`src/rtl/draw_bg_scroll.sv`:
```
// Background generator: 2-stage timing pipeline with frame-synchronous pattern select and horizontal scroll.
// Optional border overlay is built in when DRAW_BG_BORDER_EN is defined.
module draw_bg_scroll #(
  parameter int HOR_PIX     = 1024,
  parameter int VER_PIX     = 768,
  parameter int TILE_LOG2   = 5,
  parameter int SCROLL_STEP = 1,
  parameter int FRAME_DIV   = 1,
  parameter int GRAD_SHIFT  = 6,
  parameter int BORDER_W    = 1
) (
  input  logic        clk,
  input  logic        rst,
  input  logic [10:0] hcount_i,
  input  logic [10:0] vcount_i,
  input  logic        hsync_i,
  input  logic        vsync_i,
  input  logic        hblnk_i,
  input  logic        vblnk_i,
  input  logic [11:0] rgb_i,
  output logic [10:0] hcount_o,
  output logic [10:0] vcount_o,
  output logic        hsync_o,
  output logic        vsync_o,
  output logic        hblnk_o,
  output logic        vblnk_o,
  output logic [11:0] rgb_o,
  input  logic [1:0]  mode_i,
  input  logic [11:0] colour_a_i,
  input  logic [11:0] colour_b_i,
  input  logic        scroll_en_i
);

  localparam int XW = TILE_LOG2 + 1;
  localparam int DW = (FRAME_DIV > 1) ? $clog2(FRAME_DIV) : 1;
  localparam logic [DW-1:0] DIV_LAST = DW'(FRAME_DIV - 1);

  // Frame strobe and shadow state
  logic          vblnk_q;
  logic          fs;
  logic [1:0]    mode_q;
  logic [11:0]   col_a_q;
  logic [11:0]   col_b_q;
  logic          scroll_en_q;
  logic          scroll_en_d;
  logic [DW-1:0] div_q;
  logic [DW-1:0] div_d;
  logic [XW-1:0] x_off_q;
  logic [XW-1:0] x_off_d;

  // Stage 1
  logic [10:0]   h1_q;
  logic [10:0]   v1_q;
  logic          hs1_q;
  logic          vs1_q;
  logic          hb1_q;
  logic          vb1_q;
  logic          blank1_q;
  logic          tx1_q;
  logic          ty1_q;
  logic [3:0]    g1_q;
  logic [11:0]   hx;
  logic          border1_d;
  logic [11:0]   bcol1_d;
  logic          border1_q;
  logic [11:0]   bcol1_q;

  // Stage 2
  logic [11:0]   pat;
  logic [11:0]   rgb_d;

  assign fs = vblnk_i & ~vblnk_q;

  always_comb begin
    scroll_en_d = fs ? scroll_en_i : scroll_en_q;
    div_d       = div_q;
    x_off_d     = x_off_q;
    if (fs) begin
      if (div_q == DIV_LAST) begin
        div_d = '0;
        // Offset wraps modulo one pattern period by its width alone.
        if (scroll_en_d) x_off_d = x_off_q + XW'(SCROLL_STEP);
      end else begin
        div_d = div_q + 1'b1;
      end
    end
  end

  always_ff @(posedge clk or posedge rst) begin
    if (rst) begin
      vblnk_q     <= 1'b0;
      mode_q      <= 2'd0;
      col_a_q     <= 12'h000;
      col_b_q     <= 12'h000;
      scroll_en_q <= 1'b0;
      div_q       <= '0;
      x_off_q     <= '0;
    end else begin
      vblnk_q     <= vblnk_i;
      scroll_en_q <= scroll_en_d;
      div_q       <= div_d;
      x_off_q     <= x_off_d;
      if (fs) begin
        mode_q  <= mode_i;
        col_a_q <= colour_a_i;
        col_b_q <= colour_b_i;
      end
    end
  end

  assign hx = {1'b0, hcount_i} + 12'(x_off_q);

`ifdef DRAW_BG_BORDER_EN
  always_comb begin
    border1_d = 1'b1;
    bcol1_d   = 12'h000;
    if (vcount_i < 11'(BORDER_W))                  bcol1_d = 12'hff0;
    else if (vcount_i >= 11'(VER_PIX - BORDER_W))  bcol1_d = 12'hf00;
    else if (hcount_i < 11'(BORDER_W))             bcol1_d = 12'h0f0;
    else if (hcount_i >= 11'(HOR_PIX - BORDER_W))  bcol1_d = 12'h00f;
    else                                           border1_d = 1'b0;
  end
`else
  localparam int UNUSED_GEOM = HOR_PIX + VER_PIX + BORDER_W;
  assign border1_d = 1'b0;
  assign bcol1_d   = 12'h000;
`endif

  always_ff @(posedge clk or posedge rst) begin
    if (rst) begin
      h1_q      <= '0;
      v1_q      <= '0;
      hs1_q     <= 1'b0;
      vs1_q     <= 1'b0;
      hb1_q     <= 1'b0;
      vb1_q     <= 1'b0;
      blank1_q  <= 1'b0;
      tx1_q     <= 1'b0;
      ty1_q     <= 1'b0;
      g1_q      <= 4'd0;
      border1_q <= 1'b0;
      bcol1_q   <= 12'h000;
    end else begin
      h1_q      <= hcount_i;
      v1_q      <= vcount_i;
      hs1_q     <= hsync_i;
      vs1_q     <= vsync_i;
      hb1_q     <= hblnk_i;
      vb1_q     <= vblnk_i;
      blank1_q  <= hblnk_i | vblnk_i;
      tx1_q     <= hx[TILE_LOG2];
      ty1_q     <= vcount_i[TILE_LOG2];
      g1_q      <= vcount_i[GRAD_SHIFT+3 -: 4];
      border1_q <= border1_d;
      bcol1_q   <= bcol1_d;
    end
  end

  always_comb begin
    pat = col_a_q;
    case (mode_q)
      2'd0:    pat = col_a_q;
      2'd1:    pat = (tx1_q ^ ty1_q) ? col_b_q : col_a_q;
      2'd2:    pat = {g1_q, g1_q, g1_q};
      default: pat = tx1_q ? col_b_q : col_a_q;
    endcase
  end

  always_comb begin
    rgb_d = pat;
    if (blank1_q)       rgb_d = 12'h000;
    else if (border1_q) rgb_d = bcol1_q;
  end

  always_ff @(posedge clk or posedge rst) begin
    if (rst) begin
      hcount_o <= '0;
      vcount_o <= '0;
      hsync_o  <= 1'b0;
      vsync_o  <= 1'b0;
      hblnk_o  <= 1'b0;
      vblnk_o  <= 1'b0;
      rgb_o    <= 12'h000;
    end else begin
      hcount_o <= h1_q;
      vcount_o <= v1_q;
      hsync_o  <= hs1_q;
      vsync_o  <= vs1_q;
      hblnk_o  <= hb1_q;
      vblnk_o  <= vb1_q;
      rgb_o    <= rgb_d;
    end
  end

  // Incoming colour is replaced entirely; only one bit of hx selects the tile.
  logic unused_bits;
  assign unused_bits = ^{rgb_i, hx[11:TILE_LOG2+1], hx[TILE_LOG2-1:0]};

endmodule

```
`config.mk`:
```
export PLATFORM = sky130hd
export DESIGN_NAME = draw_bg_scroll
export DESIGN_NICKNAME = d
export VERILOG_FILES = /design/src/rtl/draw_bg_scroll.sv
export SDC_FILE = /design/constraint.sdc
export NUM_CORES = 1
export LEC_CHECK = 0
export ABC_AREA = 1
export CORE_ASPECT_RATIO = 1.1
export CORE_UTILIZATION = 42
export CTS_BUF_LIST = sky130_fd_sc_hd__clkbuf_8
export DETAILED_ROUTE_END_ITERATION = 10
export PLACE_DENSITY = 0.7
export RECOVER_POWER = 50
export SLEW_MARGIN = 25
export SYNTH_ARGS = -nofsm -noshare
export SYNTH_HDL_FRONTEND = slang
export SYNTH_SLANG_ARGS = --single-unit
```
`constraint.sdc`:
```
create_clock -name clk -period 4.1 [get_ports clk]
set_input_delay 1.23 -clock clk [delete_from_list [all_inputs] [get_ports clk]]
set_output_delay 1.23 -clock clk [all_outputs]
set_load 0.01 [all_outputs]
```
==> metrics.md, run 1 <==
| Metric | Value |
|---|---|
| Leakage | `2.257 nW` |
| Fin nets | `531` |
| Required @ worst endpoint | `4.62 ns` |
| Die W | `92.69 um` |
| CTS tree | `built` |
| Setup TNS | `0 ns` |
| Largest net degree at the start of global routing | `53` |
| HP Class | `flip-flop to flip-flop` |
| Antenna violations before repair | `0` |
| Crit-path max FO | `48` |
| Critical path buffer and inverter count | `3` |
| Drt initial violations | `204` |
| Fillers | `808` |
| Via-to-Cell Ratio | `4.861` |
| RSZ-0062 raised after global routing | `false` |
| Slew headroom | `-37.61%` |
| Post-CTS setup buffer count | `0` |
| Max Slew Vio Count | `49` |
| Grt ovf | `0` |
| Seq pwr share | `51.1%` |
| Most common cell after layout, fill and taps aside | `dfrtp_1` |
| Yosys warns | `0` |
| Leading post-synthesis cells by cell area | `dfrtp_1, nand2_1, nand3_1` |
| Initial Utilization | `43.04%` |
| Worst EP arrival | `3.39 ns` |
| DR vias | `2805` |
| Seq/Total Area, Yosys | `64.54%` |
| Drt first pass iters | `4` |
| CP startpoint | `rst` |
| Antenna Violating Nets Remaining | `0` |
| Layout cells sized above 1 | `6.479%` |
| IO buf count | `92` |
| Switching Share | `28.77%` |
| Ports | `105` |
| Max-Cap Viols | `1` |
| R2R Setup Slk | `2.00 ns` |
| Delay-heaviest family, CP | `buffers and inverters` |
| CP Cell Sequence | `clkdlybuf4s50_1 > clkinvlp_2 > buf_4` |
| Max Clock Freq | `348.1 MHz` |
| Post-Syn Area per Cell | `10.30 um2` |
| P_int | `1.581 mW` |
| HP Start | `v1_q[2]` |
| Area after DPL | `4775 um2` |
| Post-synth top area cell | `dfrtp_1` |
| Slowest CP cell | `clkinvlp_2` |
| Hold Vio Cnt, Final | `0` |
| Gate power share | `18.4%` |
| H-Tree Level Count | `3` |
| Post-route cell area | `4955 um2` |
| Net count after synthesis | `441` |
| Max IR drop VDD | `263.6 uV` |
| Clock network power share | `30.5%` |
| Rows | `36` |
| DR WL/cell | `13.74 um` |
| First-pass GRT wire length | `13030 um` |
| Setup CP Type | `input pin to asynchronous set/reset pin` |
| CP endpoint kind | `asynchronous set/reset pin` |
| Post-synth cell types | `22` |
| Max Buffers Root-to-Sink | `2` |
| Worst skew pair latency | `0.37 ns` |
| Post-synthesis cell count | `369` |
| Placer congestion estimate | `0.8083` |
| Drt drc | `0` |
| Core area | `8828 um2` |
| Most frequent cells in the layout | `dfrtp_1, nand2_1, clkdlybuf4s50_1` |
| Sw Pwr | `0.6388 mW` |
| Final worst path period share | `70.07%` |
| Die Y-Extent | `101.8 um` |
| Critical path launch point type | `input pin` |
| Post_cts resized | `0` |
| Cell Area, Synth | `3800 um2` |
| Total wire length | `7926 um` |
| Failing checks | `max-capacitance violations, max-slew violations` |
| Tmin final | `2.873 ns` |
| Worst-Margin Slew | `2.053 ns` |
| Yosys reg bits | `98` |
| Clk slew on worst S/H paths | `0.09 ns` |
| Ant. Diodes | `0` |
| Hold Slack | `0.3541 ns` |
| Setup violations, final | `0` |
| Gr usage total | `18.42%` |
| Slowest cell delay on critical path | `1.17 ns` |
| Layout area overhead | `30.39%` |
| DIE AREA | `9432 um2` |
| Hpwl dp | `5395 um` |
| CTS Root Cell | `clkbuf_8` |
| Total CTS buffers | `9` |
| Share of the synthesized area in the top cell type | `64.54%` |
| Pwr/cell area | `448.1 nW/um2` |
| Hold buffers post-CTS | `0` |
| Worst R2R Start | `tx1_q` |
| Final Skew | `0.009326 ns` |
| Vias in the first global route | `2775` |
| Status | `complete, but fails checks` |
| Sink Count | `98` |
## synthesized netlist by cell type, drive strengths merged
cell type,instances
a21oi,13
buf,13
clkbuf,3
dfrtp,98
ha,5
inv,40
nand2,75
nand3,40
nand4,2
nor2,36
o211ai,12
o21ai,27
or2,1
xnor2,2
xor2,2
## worst paths after layout
| path | endpoint | cells past startpoint |
|---|---|---|
| min in group asynchronous | v1_q[1] | 2 |
| worst min register to register | vcount_o[2] | 0 |
| worst max-delay path | vcount_o[1] | 3 |
| worst min-delay path | vcount_o[2] | 0 |
| max in group clk | vblnk_o | 1 |
| worst max register to register | rgb_o[4] | 4 |
## cells by family after synthesis
kind of cell | count (synthesis) | synth area share, %
AO/OA/AOI/OAI | 52 | 8.627
XOR/XNOR | 4 | 0.9221
adder cells (fa/ha/maj) | 5 | 1.646
buffers and inverters | 56 | 7.014
flip-flops | 98 | 64.54
AND/OR/NAND/NOR | 154 | 17.25
## flip-flops by register name, indices dropped and copies added (netlist names), 2 cells and up
| register | count |
|---|---|
| col_b_q | 12 |
| mode_q | 2 |
| hcount_o | 11 |
| vcount_o | 11 |
| v1_q | 8 |
| g1_q | 3 |
| col_a_q | 12 |
| x_off_q | 6 |
| rgb_o | 12 |
| h1_q | 11 |
## through the flow
step	instances	setup WS, ns	util [%]	total power, mW
after floorplan	369	0.3079	-	1.428
after global placement	562	1.509	54.08	1.558
after detailed placement	562	1.482	54.08	1.577
after CTS	577	1.581	56.51	2.258
after global routing	577	0.8505	56.12	2.345
final	577	1.227	56.12	2.220
## power by group through the flow
| stage | Combinational [mW] | Sequential [mW] | Clock (mW) |
|---|---|---|---|
| after global placement | 0.408 | 1.15 | 0 |
| final | 0.408 | 1.14 | 0.677 |
| after global routing | 0.463 | 1.15 | 0.733 |
| after floorplan | 0.298 | 1.13 | 0 |
| after detailed placement | 0.422 | 1.15 | 0 |
| after CTS | 0.424 | 1.14 | 0.698 |
## per-layer routing
layer	track usage, %	share of wire [%]	up-vias
li1	-	-	1356
met1	21.51	42	1342
met2	30.71	50	87
met3	4.730	5.9	20
met4	11.24	2.5	0
met5	0	0	-
## cell type report
cell class	instances	area [um2]	share of cell area, %
timing repair buffer	95	943.4	19.04
multi-input combinational	215	1049	21.16
clock buffer	9	123.9	2.500
sequential	98	2452	49.49
clock inverter	6	90.09	1.818
tap	114	142.6	2.879
inverter	40	153.9	3.106
Note: power is estimated with default switching activity, not from simulation.
==> run 2, diff against run 1 <==
- PLACE_DENSITY: 0.7 -> 0.73
- clock period: 4.1 -> 2.4 ns (I/O delays scaled with it)
==> run 2 against run 1 <==
Compared with the run above:
- the run now ends clean
- sequential power increased by 67%
- final cell count increased by 0.35%
- total power rose by 74%
- setup slack got worse by 0.80 ns
- via count is 0.53% higher
- critical path depth fell by 2
- count of clock-buffer cells in the layout rose by 1
==> metrics.md, run 2 (synthesis gave the netlist of run 1 again) <==
| Metric | Value |
|---|---|
| Max IR drop VDD | `401.7 uV (was 263.6 uV)` |
| FF-to-FF End | `rgb_o[0] (was rgb_o[4])` |
| Hold Slack | `0.3543 ns (was 0.3541 ns)` |
| Setup CP Type | `flip-flop to output port (was input pin to asynchronous set/reset pin)` |
| Ports | `105 (unchanged)` |
| Total wire length | `7956 um (was 7926 um)` |
| RSZ-0062 raised after global routing | `false (unchanged)` |
| Max Buffers Root-to-Sink | `2 (unchanged)` |
| Worst-Margin Slew | `0.8889 ns (was 2.053 ns)` |
| Critical path buffer and inverter count | `1 (was 3)` |
| Fillers | `798 (was 808)` |
| Required @ worst endpoint | `1.68 ns (was 4.62 ns)` |
| Stages on the worst setup path | `1 (was 3)` |
| Setup violations, final | `0 (unchanged)` |
| Layout Cells excl Fill | `579 (was 577)` |
| Final worst path period share | `82.17%` |
| DR vias | `2820 (was 2805)` |
| Critical path launch point type | `flip-flop (was input pin)` |
| Die Y-Extent | `101.8 um (unchanged)` |
| Delay-heaviest family, CP | `buffers and inverters (unchanged)` |
| Setup TNS | `0 ns (unchanged)` |
| Regs by FF count | `col_a_q: 12 flops, col_b_q: 12 flops, rgb_o: 12 flops (unchanged)` |
| Core area | `8828 um2 (unchanged)` |
| Slowest cell delay on critical path | `0.54 ns (was 1.17 ns)` |
| IO buf count | `92 (unchanged)` |
| Die W | `92.69 um (unchanged)` |
| Max-Cap Viols | `0 (was 1)` |
| HP Start | `h1_q[7] (was v1_q[2])` |
| Placer congestion estimate | `0.8104 (was 0.8083)` |
| Gr usage total | `18.61% (was 18.42%)` |
| Antenna violations before repair | `0 (unchanged)` |
| Most common cell after layout, fill and taps aside | `dfrtp_1 (unchanged)` |
| Slowest CP cell | `clkdlybuf4s50_1 (was clkinvlp_2)` |
| H-Tree Level Count | `3 (unchanged)` |
| Placed Cells | `563 (was 562)` |
| DIE AREA | `9432 um2 (unchanged)` |
| Most frequent cells in the layout | `dfrtp_1, nand2_1, clkdlybuf4s50_1 (unchanged)` |
| Critical Path End | `hcount_o[0] (was vcount_o[1])` |
| Fin nets | `532 (was 531)` |
| Layout cells sized above 1 | `8.817% (was 6.479%)` |
| CP Cell Sequence | `clkdlybuf4s50_1 (was clkdlybuf4s50_1 > clkinvlp_2 > buf_4)` |
| HP Class | `flip-flop to flip-flop (unchanged)` |
| Pwr/cell area | `768.5 nW/um2 (was 448.1 nW/um2)` |
| R2R Setup Slk | `0.99 ns (was 2.00 ns)` |
| CP startpoint | `hcount_o[0] (was rst)` |
| Slew headroom | `40.74% (was -37.61%)` |
| Grt ovf | `0 (unchanged)` |
| Tmin final | `1.972 ns` |
| Hpwl dp | `5470 um (was 5395 um)` |
| Post-CTS setup buffer count | `0 (unchanged)` |
| Hold buffers post-CTS | `0 (unchanged)` |
| Worst R2R Start | `tx1_q (unchanged)` |
| Clk slew on worst S/H paths | `0.09 ns (about the same)` |
| Sink Count | `98 (unchanged)` |
| CP endpoint kind | `output port (was asynchronous set/reset pin)` |
| Drt initial violations | `165 (was 204)` |
| Rows | `36 (unchanged)` |
| Antenna Violating Nets Remaining | `0 (unchanged)` |
| Max Slew Vio Count | `0 (was 49)` |
| DR WL/cell | `13.74 um (about the same)` |
| CTS tree | `built (unchanged)` |
| First-pass GRT wire length | `13240 um (was 13030 um)` |
| Max Clock Freq | `507.1 MHz` |
| Hold Vio Cnt, Final | `0 (unchanged)` |
| Worst skew pair latency | `0.37 ns (about the same)` |
| Initial Utilization | `43.04% (unchanged)` |
| Post_cts resized | `0 (unchanged)` |
| Largest net degree at the start of global routing | `61 (was 53)` |
| Layout area overhead | `32.53% (was 30.39%)` |
| Worst EP arrival | `1.25 ns (was 3.39 ns)` |
| Drt drc | `0 (unchanged)` |
| Final Skew | `0.01009 ns (was 0.009326 ns)` |
| Leakage | `2.281 nW (was 2.257 nW)` |
| Total CTS buffers | `9 (unchanged)` |
| Drt first pass iters | `4 (unchanged)` |
| Status | `finished clean (was complete, but fails checks)` |
| CTS Root Cell | `clkbuf_8 (unchanged)` |
| Crit-path max FO | `1 (was 48)` |
| Via-to-Cell Ratio | `4.870 (was 4.861)` |
| R2R depth | `6 (was 4)` |
| Vias in the first global route | `2801 (was 2775)` |
| Ant. Diodes | `0 (unchanged)` |
[run 2: changes by cell type in the layout (fill, tap and decap cells not counted), sizes merged]
cell,change
clkbuf,+2
clkdlybuf4s50,-1
clkinv,+1
clkinvlp,-1
dlygate4sd3,+1
[run 2: final cells by class]
type | instances | area (um2) | share of cell area (%)
Clock buffer | 10 | 137.6 | 2.733
Clock inverter | 6 | 95.09 | 1.888
Inverter | 40 | 153.9 | 3.056
Multi-Input combinational cell | 215 | 1081 | 21.47
Sequential cell | 98 | 2452 | 48.70
Tap cell | 114 | 142.6 | 2.832
Timing Repair Buffer | 96 | 973.4 | 19.33
[run 2: worst min-delay path by stage]
stage / endpoint / slack [ns] / cells after the start
after floorplan: hblnk_o / 0.33 / 0
after global placement: vsync_o / 0.33 / 0
after detailed placement: hcount_o[4] / 0.33 / 0
after CTS: hcount_o[4] / 0.36 / 0
after global routing: hcount_o[7] / 0.36 / 0
final: hcount_o[7] / 0.35 / 0
[run 2: through the flow]
| step | area, um2 | utilization, % | setup slack, ns | power (mW) |
|---|---|---|---|---|
| 4_1_cts | 5041 | 57.10 | 0.3976 | 3.922 |
| 6_report | 5036 | 57.04 | 0.4279 | 3.870 |
| 2_1_floorplan | 3804 | - | 0.5184 | 2.440 |
| 5_1_grt | 5036 | 57.04 | 0.3741 | 4.091 |
| 3_5_place_dp | 4808 | 54.46 | 0.3979 | 2.712 |
| 3_3_place_gp | 4808 | 54.46 | 0.4285 | 2.674 |
[run 2: layer usage]
layer / GRT usage, % / up-vias / wire length (um)
li1: - / 1361 / -
met1: 22.06 / 1360 / 3192
met2: 31.79 / 87 / 4103
met3: 4.279 / 12 / 528
met4: 9.704 / 0 / 131
met5: 0 / - / 0
[run 2: where the power goes]
part / leakage, nW / internal, mW / switching, mW
clock: 0.117 / 0.626 / 0.575
sequential: 1.19 / 1.81 / 0.0933
combinational: 0.975 / 0.324 / 0.446
total: 2.28 / 2.76 / 1.11
